[src/rtl/cpu_pkg.sv]
// cpu_pkg: shared word type, special instruction words and fetch FSM states
package cpu_pkg;
  typedef logic [15:0] word_t;
  typedef enum logic {RUN, HALT} fetch_state_t;
  localparam word_t HALT_WORD = 16'hEBCF;
  localparam word_t NOP_WORD = 16'h0000;
endpackage

[src/rtl/fetch_pc.sv]
// fetch_pc: program counter register and next-PC mux (freeze > branch > stall > increment)
// Ports: clk, rst (async, active-low), freeze (FSM halted), stall, branch_taken,
//   branch_target (word address), pc (current word address).
module fetch_pc
  import cpu_pkg::*;
#(
  parameter word_t RESET_PC = 16'h0000
) (
  input  logic  clk,
  input  logic  rst,
  input  logic  freeze,
  input  logic  stall,
  input  logic  branch_taken,
  input  word_t branch_target,
  output word_t pc
);
  word_t nxt;
  always_comb nxt = freeze ? pc : branch_taken ? branch_target : stall ? pc : pc + 16'd1;
  always_ff @(posedge clk or negedge rst)
    if (!rst) pc <= RESET_PC;
    else pc <= nxt;
endmodule

[src/rtl/fetch_unit.sv]
// fetch_unit: instruction fetch stage with IF/ID register, halt FSM and delivered-instruction counter
// Ports: clk, rst (async, active-low), stall, branch_taken, branch_target, instruction (zero-latency
//   imem read data) in; read_address, ifid_instr, ifid_pc, ifid_valid, halted, fetch_count out.
// Build option: define FETCH_HALT_DETECT_EN to stop fetching after delivering HALT_WORD.
module fetch_unit
  import cpu_pkg::*;
#(
  parameter word_t RESET_PC = 16'h0000
) (
  input  logic  clk,
  input  logic  rst,
  input  logic  stall,
  input  logic  branch_taken,
  input  word_t branch_target,
  input  word_t instruction,
  output word_t read_address,
  output word_t ifid_instr,
  output word_t ifid_pc,
  output logic  ifid_valid,
  output logic  halted,
  output word_t fetch_count
);
`ifdef FETCH_HALT_DETECT_EN
  localparam logic HALT_EN = 1'b1;
`else
  localparam logic HALT_EN = 1'b0;
`endif
  fetch_state_t state;
  logic halted_r;
  word_t pc;
  logic is_halt;
  always_comb is_halt = HALT_EN && instruction == HALT_WORD;
  assign read_address = pc;
  assign halted = HALT_EN & halted_r;
  fetch_pc #(.RESET_PC(RESET_PC)) u_pc (
    .clk(clk), .rst(rst), .freeze(state == HALT), .stall(stall),
    .branch_taken(branch_taken), .branch_target(branch_target), .pc(pc)
  );
  always_ff @(posedge clk or negedge rst)
    if (!rst) begin
      state <= RUN;
      halted_r <= 1'b0;
      ifid_instr <= NOP_WORD;
      ifid_pc <= 16'h0000;
      ifid_valid <= 1'b0;
      fetch_count <= 16'h0000;
    end else if (state == HALT) begin
      ifid_valid <= 1'b0;
    end else if (branch_taken) begin
      // one-bubble flush; ifid_pc and count keep their last delivered values
      ifid_instr <= NOP_WORD;
      ifid_valid <= 1'b0;
    end else if (!stall) begin
      ifid_instr <= instruction;
      ifid_pc <= pc;
      ifid_valid <= 1'b1;
      fetch_count <= fetch_count + 16'd1;
      if (is_halt) begin
        state <= HALT;
        halted_r <= 1'b1;
      end
    end
endmodule

[config.mk]
export PLATFORM = sky130hd
export DESIGN_NAME = fetch_unit
export DESIGN_NICKNAME = d
export VERILOG_FILES = /design/src/rtl/cpu_pkg.sv /design/src/rtl/fetch_pc.sv /design/src/rtl/fetch_unit.sv
export SDC_FILE = /design/constraint.sdc
export NUM_CORES = 1
export LEC_CHECK = 0
export ABC_CLOCK_PERIOD_IN_PS = 4900
export BUFFER_PORTS_ARGS = -buffer_cell sky130_fd_sc_hd__buf_2
export CAP_MARGIN = 10
export CORE_MARGIN = 2
export CORE_UTILIZATION = 54
export DETAILED_ROUTE_END_ITERATION = 12
export PLACE_DENSITY = 0.93
export SLEW_MARGIN = 5
export SYNTH_ARGS = -nofsm -noshare
export SYNTH_HDL_FRONTEND = slang
export SYNTH_HIERARCHICAL = 1
export SYNTH_SLANG_ARGS = --single-unit
export TNS_END_PERCENT = 20
[constraint.sdc]
create_clock -name clk -period 4.9 [get_ports clk]
set_input_delay 0.735 -clock clk [delete_from_list [all_inputs] [get_ports clk]]
set_output_delay 0.735 -clock clk [all_outputs]
set_load 0.05 [all_outputs]
# Word-level counts from Yosys, hierarchy flattened
# Index checks and enable logic that the tools add are counted.
# classes
addsub	2
n_eq_ne	2
muxes	8
bitwise_logic	3
reduce_logical	2
# ops
cell	count
two-way mux 16 bit	4
adder 16 x 1 -> 16 bit (second input constant)	2
two-way mux 1 bit	4
!= test 3 x 1 -> 1 bit (second input constant)	1
inverter 1 bit	3
AND reduction 3 bit	1
!= test 2 x 1 -> 1 bit (second input constant)	1
AND reduction 2 bit	1
# totals
regBits	66
inputBits	36
output_inout_bits	66
elab_cells	23

# Longest topological paths before layout
# Gate-level depths: netlist of run 1.
# logic_depth
depth_word	3
mapped_depth	5
mapped_depth_nobuf	5

# Cells and area by module
# Netlist of run 1, hierarchy kept.
# by_module_without_submodules
module	instances	cells_each	area_each_um2	seq_area_each_um2
fetch_unit	1	148	1981.9	1226.2
fetch_pc	1	124	1053.5	400.4

# Least setup slack after synthesis of run 1
# No wires, ideal clock.
# synth_path
path_kind	register to register
startpoint	register u_pc.pc[0]
endpoint	register u_pc.pc[10]
setup_ns	0.070
arrival_time_ns	2.190
required_ns	4.830
path_slack_ns	2.639
path_stages_with_launch	6
path_buffers	0
period_less_slack_ns	2.261
cell_sequence	dfrtp_1 > ha_1 > nand4_2 > or4b_1 > or4_1 > nand3_1
# synth_via
elab_chain_cells	3
# synth_lines
item	line_no	source
start: declaration	fetch_pc.sv:15	output word_t pc
start signal: assignment	fetch_pc.sv:21	else pc <= nxt;
adder 16 x 1 -> 16 bit	fetch_pc.sv:18	always_comb nxt = freeze ? pc : branch_taken ? branch_target : stall ? pc : pc + 16'd1;
two-way mux 16 bit (2 in a row)	fetch_pc.sv:18	
# No other way between the ends. The select of a mux whose other input is x is not followed.
# A chain may end at the register's enable or synchronous reset.

# Worst setup path in the final report of run 1
# layout_path
startpoint	input branch_taken
endpoint	register u_pc.pc[3]
# layout_via
elab_chain_cells	2
elab_cells_between_ends	3
classes_between	1 x eq/ne; 1 x mux; 1 x reduce/logical
# layout_lines
item	line_no	source
start: declaration	fetch_unit.sv:13	input logic branch_taken,
!= test 2 x 1 -> 1 bit (no line)	-	
AND reduction 2 bit (no line)	-	
# Several ways; a longest one is shown, not always the timed one.

==> reports/summary.md, run 1 <==
Number of detailed-routing iterations run before antenna repair: 6. For this run, design rule violations remaining after detail routing come to 0. The number of hold buffers added after CTS was 0.

TritonCTS built the clock tree. Dividing the synthesized area by the synthesized cell count gives 11.2 um^2. The kind of end point of the critical path was a flop. The total area of multi-input combinational cells was 1330 um^2; the synthesis-to-layout area growth was 23.3%. The path class of the tightest hold or removal check is reg -> reg.

In this run the remaining antenna-violating nets after routing total 0. In this run, synthesis produced a sequential element count of 65. In this run the clock root is driven by a sky130_fd_sc_hd__clkbuf_8. The logs give 2 for the buffer levels on the longest clock path and 66 for the largest net degree at the start of global routing.

Combinational cells account for 34.3% of the total power. The number of standard-cell rows in the floorplan is 27, and the chip width is 79.0 um. The register area was 1630 um^2.

The analysis attributes to net switching a power of 739 uW. The count of final max-slew check failures was 0; the I/O pin total was 102. The first global-routing pass estimated 11200 um of wire.

In the routed layout, each cell is associated on average with a via count of 5.66. The type of the setup path with the least slack is in -> reg. Setup repair after global routing left no endpoint under its margin. Yosys mapped a number of flops with a built-in enable equal to 0. The switching share of power was 42.2%; the maximum fanout encountered on the critical timing path was 51.

The run gives 2414 as the number of global-route vias before repair. The tools report the final-stage net count as 411. In the synthesized netlist, the number of instances is 272. The floorplan step set the die height to 79.0 um. Max-cap violations in this run came to 0. Sequential cells account for 41.4% of the total power. The slew of the pin with the lowest slew margin works out to 1.03 ns. The final total negative setup slack is 0 ns. The aggregate global routing overflow is 0, and the power density over the cells is 467 nW/um^2. After the first detailed-routing iteration, the DRC count stood at 102.

Input and output buffers added on the ports amount to 100. In this run the cell area of the synthesized design comes to 3040 um^2. The run gives 1010 uW as the internal portion of total power. In the layout the commonest cells are sky130_fd_sc_hd__buf_2, sky130_fd_sc_hd__dfrtp_1, sky130_fd_sc_hd__nor2_1, sky130_fd_sc_hd__mux2i_1, sky130_fd_sc_hd__mux2_2. The die covers 6240 um^2.

The worst slew margin relative to its limit was 31.3%; the fraction of registers with async set/reset was 100%. The logs give 6 for the synthesis warning total and 0 for the count of endpoints failing setup in the final report. Number of hold violations in the final report: 0.

The congestion estimate from routability-driven global placement came to 0.842. The library cell used most frequently in the layout, excluding fill and tap cells, is sky130_fd_sc_hd__buf_2. The post-route minimum period works out to 2.78 ns. The number of buffers inserted by post-CTS setup repair is 0, and the final clock period utilization by the worst path is 56.8%. In the global route stage, overall resource usage came out at 22.9%.

0 antenna diodes ended up in the layout. The layout has 416 filler cells. The routed wire length is 6830 um. The clock network burns 24.4% of the power. Data on the critical path is required at its endpoint by 5.11 ns. At the later pin of the worst-skew pair, clock insertion delay measures 0.34 ns. For the count of cell types in the netlist, the log shows 46. The H-tree was split into 3 levels.

The tools report the vias after detailed routing as 2543. Worst clock skew: 0.00334 ns. Counting the buffers created by CTS gives 9. Among all flip-flop cells after synthesis, the most frequent one is sky130_fd_sc_hd__dfrtp_1. The clock-pin slew on the worst setup and hold paths works out to 0.06 ns.

Startpoint type of the worst setup path: an input pin. The cell leakage power came out at 0.00187 uW. In this run, post-CTS repair resized a total of 0 instances. The logs give 68.4% for the share of the core filled with cells in the final layout and 0 for the initial antenna violation count. The run finished with clean final reports. IR analysis of the VDD net gives a maximum drop of 0.245 mV. Of the cells placed in the final design, the portion with a size suffix greater than 1 is 37.9%. Data on the critical path arrives at its endpoint at 2.99 ns. Starting density of the core: 55.5%. For the clock sink count, the log shows 65.

The share of the Yosys chip area taken by registers is 53.6%. The timing-limited maximum frequency was 359 MHz. After floorplanning, the core was sized to cover 5470 um^2. The routed wire length per instance is 15.2 um, and the detailed placement HPWL is 4680 um.
-- synth_stat cells, types with 4 or more instances --
master	n	share of area [%]
sky130_fd_sc_hd__o21ai_0	13	2.1
sky130_fd_sc_hd__nand4_1	6	1.2
sky130_fd_sc_hd__clkbuf_1	4	0.49
sky130_fd_sc_hd__nor4_1	6	1.2
sky130_fd_sc_hd__mux2i_1	19	6.3
sky130_fd_sc_hd__buf_4	4	0.99
sky130_fd_sc_hd__mux2_2	18	6.7
sky130_fd_sc_hd__dfrtp_1	65	54
sky130_fd_sc_hd__buf_2	4	0.66
sky130_fd_sc_hd__nor2_1	30	3.7
sky130_fd_sc_hd__nand2_1	12	1.5
sky130_fd_sc_hd__xnor2_1	10	2.9
sky130_fd_sc_hd__xor2_1	5	1.4
sky130_fd_sc_hd__nand3_1	12	2.0
sky130_fd_sc_hd__nor3_1	8	1.3
sky130_fd_sc_hd__a21oi_1	13	2.1
sky130_fd_sc_hd__inv_1	4	0.49
sky130_fd_sc_hd__a22oi_1	4	0.99
-- worst max-delay path, stage by stage --
cell	delay [ns]
sky130_fd_sc_hd__buf_2	0.64
sky130_fd_sc_hd__inv_1	0.41
sky130_fd_sc_hd__a21oi_1	0.79
sky130_fd_sc_hd__o21ai_0	0.23
sky130_fd_sc_hd__o2bb2ai_1	0.18
-- path summary, 6_finish.rpt --
path / startpoint / endpoint / slack (ns) / cells past startpoint
max in group asynchronous: rst / ifid_instr[9]$_DFFE_PN0P_ / 3.80 / 2
worst max-delay path: branch_taken / u_pc/pc[3]$_DFFE_PN0P_ / 2.12 / 5
worst max register to register: u_pc/pc[0]$_DFFE_PN0P_ / u_pc/pc[10]$_DFFE_PN0P_ / 2.75 / 5
min in group asynchronous: rst / fetch_count[14]$_DFFE_PN0P_ / 0.56 / 2
worst min register to register: fetch_count[15]$_DFFE_PN0P_ / fetch_count[15]$_DFFE_PN0P_ / 0.49 / 1
worst min-delay path: fetch_count[15]$_DFFE_PN0P_ / fetch_count[15]$_DFFE_PN0P_ / 0.49 / 1
-- power by group through the flow --
stage	sequential [uW]	combinational, uW	clock, uW
2_1_floorplan	1020	144	0
3_3_place_gp	724	590	0
3_5_place_dp	731	599	0
4_1_cts	723	602	430
5_1_grt	738	633	456
6_report	724	599	426
-- area by class of cell --
class                      instances  share of cell area [%]
clock inverter                     4                    1.20
inverter                           4                   0.401
tap                               72                    2.41
multi-input combinational        192                    35.5
timing repair buffer             101                    13.6
clock buffer                      11                    3.51
sequential                        65                    43.4
-- per-stage QoR --
stage / hold WS, ns / cells / setup slack, ns / power [uW] / area (um^2)
after floorplan: 0.439 / 275 / 2.64 / 1170 / 3050
final: 0.487 / 449 / 2.12 / 1750 / 3740
after global placement: 0.456 / 434 / 1.96 / 1310 / 3570
after CTS: 0.500 / 449 / 2.18 / 1750 / 3740
after global routing: 0.512 / 449 / 1.93 / 1830 / 3740
after detailed placement: 0.487 / 434 / 1.84 / 1330 / 3570
-- kinds of logic after synthesis --
| kind of cell | after synthesis | synth area share, % |
|---|---|---|
| XOR/XNOR | 15 | 4.33 |
| other | 1 | 0.124 |
| adder cells (fa/ha/maj) | 2 | 0.824 |
| buffers and inverters | 18 | 3.13 |
| flip-flops | 65 | 53.6 |
| AND/OR/NAND/NOR | 95 | 17.3 |
| AO/OA/AOI/OAI | 39 | 7.75 |
| multiplexers | 37 | 12.9 |
-- flip-flops by register name, indices dropped and copies added (netlist names) --
name,flops
u_pc/pc,16
fetch_count,16
ifid_valid,1
ifid_instr,16
ifid_pc,16
-- metal layers --
layer	vias to the layer above	global-route usage (%)	part of all wire [%]
met2	142	35.8	47
li1	1176	-	-
met4	0	7.93	1.8
met3	11	6.70	8.9
met1	1214	30.8	43
met5	-	0	0
Power figures use the tool's default switching activity.
==> run 2, diff against run 1 <==
Settings changed: ABC_CLOCK_PERIOD_IN_PS 4900 to 2540, CORE_UTILIZATION 54 to 45, PLACE_DENSITY 0.93 to 0.83.
Clock period 4.9 ns to 2.54 ns, I/O delays scaled along.
==> run 2 against run 1 <==
Global-route usage shrank 2.7 points; register-to-register slack worse by 2.3 ns; count of clock-buffer cells in the layout up 1; sequential share of layout area down 0.49 points; worst hold slack got worse by 0.43 ns; critical endpoint is now u_pc/pc[10]$_DFFE_PN0P_; highest routed layer unchanged.
==> reports/summary.md, run 2 (synthesis results as in run 1) <==
For this run, design rule violations remaining after detail routing come to 0. The final total negative setup slack is 0 ns, and the chip width is 86.1 um. The number of antenna diodes in the final layout is 0. The timing-limited maximum frequency is 483 MHz.

Worst reg2reg path startpoint: u_pc/pc[0]$_DFFE_PN0P_. The library cell used most frequently in the layout, excluding fill and tap cells, is sky130_fd_sc_hd__buf_2. CTS placed an instance of sky130_fd_sc_hd__clkbuf_8 at the clock tree root.

At the pin with the least slew margin, the transition time is 0.656 ns. The endpoint identified for the worst register-to-register timing path is u_pc/pc[10]$_DFFE_PN0P_. The worst setup path is launched from a flop.

The count of nets left with antenna violations once routing finished came out at 0. Maximum fanout encountered on the critical timing path: 8. The post-route minimum period works out to 2.07 ns.

The area growth from synthesis to layout is 24.7%. The y dimension of the die was 86.1 um. The worst slew margin relative to its limit came out at 56.3%. For this design, the CTS-stage hold fixing added 0 buffers.

The run finished with clean final reports. The largest net degree at the start of global routing was 41. Cells fill 59.0% of the core in the end. Power spread over the standard cell area amounts to 872 nW/um^2.

The final RePlAce weighted congestion was 0.794. The first global-routing pass estimated 11800 um of wire. The worst clock skew was 0.00909 ns.

Clock tree synthesis found a total of 65 sinks. The total of cells resized after clock tree synthesis is 0, and the final-stage net count is 416. Global routing used 20.2% of the available tracks.

During I/O placement, the number of pins put on the boundary was 102. The routed wire length is 7020 um, and the H-tree depth is 3. The path class of the lowest-slack min-delay path is in -> async. The number of cells on the worst reg-to-reg path is 5. Setup repair after global routing left no endpoint under its margin.

In this run the deepest clock path goes through 2 buffers. Clock-pin slew was measured on the worst setup and hold paths at 0.07 ns. The critical path is of the reg -> reg type. TritonCTS built the clock tree.

The tools report the count of endpoints failing setup in the final report as 0. Iteration-0 DRC count of the detailed router: 108. Data arrives at the worst endpoint at 2.34 ns. The placeable core region was 6420 um^2; the final clock period utilization by the worst path was 81.6%. The clock latency reported for the late side of the worst-skew pair is 0.33 ns, and the layout cell share with drive strength beyond 1 is 38.7%.

The aggregate global routing overflow is 0, and the data required time of the critical path is 2.81 ns. The number of input and output port buffers inserted is 100, and the vias after detailed routing is 2519. Number of standard-cell rows in the floorplan: 29. Buffers inserted during clock tree synthesis total 9.

The initial antenna violation count was 0; the number of buffers inserted by post-CTS setup repair was 0. The run gives 2518 as the number of global-route vias before repair. For the cell leakage power, the log shows 0.00189 uW. The worst setup path is captured at a flop. The count of final max-slew check failures is 0, and the worst-case register-to-register setup slack is 0.47 ns.

The library cells used most frequently in the layout, excluding fill and tap cells, are sky130_fd_sc_hd__buf_2, sky130_fd_sc_hd__dfrtp_1, sky130_fd_sc_hd__nor2_1, sky130_fd_sc_hd__mux2i_1, sky130_fd_sc_hd__mux2_2. After legalization and detailed placement, the total HPWL measured 5100 um. The die covers 7420 um^2.

Before antenna repair, the detailed router went through 4 iterations. The largest vdd supply drop came out at 0.414 mV. In the routed layout, each cell is associated on average with a via count of 5.49. The starting density of the core is 47.3%.

The number of max-cap violations is 0. After detailed routing, the average wire length per cell comes to 15.3 um. The number of hold violations in the final report is 0.
run 2: cell types whose count changed in the layout (fill, tap and decap cells not counted):
cell	previous run	this run
sky130_fd_sc_hd__clkbuf_8	9	10
sky130_fd_sc_hd__clkinvlp_4	0	1
sky130_fd_sc_hd__buf_12	0	1
sky130_fd_sc_hd__buf_4	1	5
sky130_fd_sc_hd__bufinv_16	1	0
sky130_fd_sc_hd__clkinv_2	3	2
run 2: power breakdown:
group	internal, uW	switching (uW)	total (uW)
combinational	309	862	1170
clock	373	367	740
sequential	1200	185	1390
total	1890	1410	3300
run 2: worst max path at each step:
| stage | start | to | slack (ns) | cells past startpoint |
|---|---|---|---|---|
| CTS | u_pc/pc[0]$_DFFE_PN0P_ | u_pc/pc[10]$_DFFE_PN0P_ | 0.49 | 5 |
| floorplan | u_pc/pc[0]$_DFFE_PN0P_ | u_pc/pc[10]$_DFFE_PN0P_ | 0.28 | 5 |
| global placement | u_pc/pc[0]$_DFFE_PN0P_ | u_pc/pc[10]$_DFFE_PN0P_ | 0.57 | 5 |
| global route | u_pc/pc[0]$_DFFE_PN0P_ | u_pc/pc[10]$_DFFE_PN0P_ | 0.36 | 5 |
| detailed placement | u_pc/pc[0]$_DFFE_PN0P_ | u_pc/pc[10]$_DFFE_PN0P_ | 0.50 | 5 |
| finish | u_pc/pc[0]$_DFFE_PN0P_ | u_pc/pc[10]$_DFFE_PN0P_ | 0.47 | 5 |
run 2: per-stage QoR:
step	cells	total power [uW]	instance area, um^2	hold WS, ns	setup slack (ns)
floorplan	275	2260	3050	0.0854	0.279
global placement	444	2550	3620	0.420	0.574
detailed placement	444	2580	3620	0.423	0.501
CTS	459	3330	3790	0.0643	0.489
global route	459	3470	3790	0.0928	0.359
finish	459	3300	3790	0.0567	0.468
run 2: per-layer routing:
metal | part of all wire [%] | vias to the layer above | wire length (um) | global-route usage [%]
li1 | - | 1191 | - | -
met1 | 43 | 1211 | 3050 | 26.3
met2 | 48 | 106 | 3350 | 31.7
met3 | 7.6 | 11 | 535 | 6.16
met4 | 1.1 | 0 | 78 | 7.65
met5 | 0 | - | 0 | 0
run 2: area by class of cell:
cell class                 count  area (um^2)
timing repair buffer         106          558
tap                           77         96.3
inverter                       4         15.0
fill                         551         2640
clock inverter                 3         17.5
clock buffer                  12          145
sequential                    65         1630
multi-input combinational    192         1330
run 2: critical path: stages, from the launching register on:
cell and delay (ns):
sky130_fd_sc_hd__dfrtp_1 0.47, sky130_fd_sc_hd__ha_1 0.29, sky130_fd_sc_hd__nand4_2 0.20, sky130_fd_sc_hd__or4b_1 0.56
sky130_fd_sc_hd__or4_1 0.40, sky130_fd_sc_hd__nand3_1 0.09
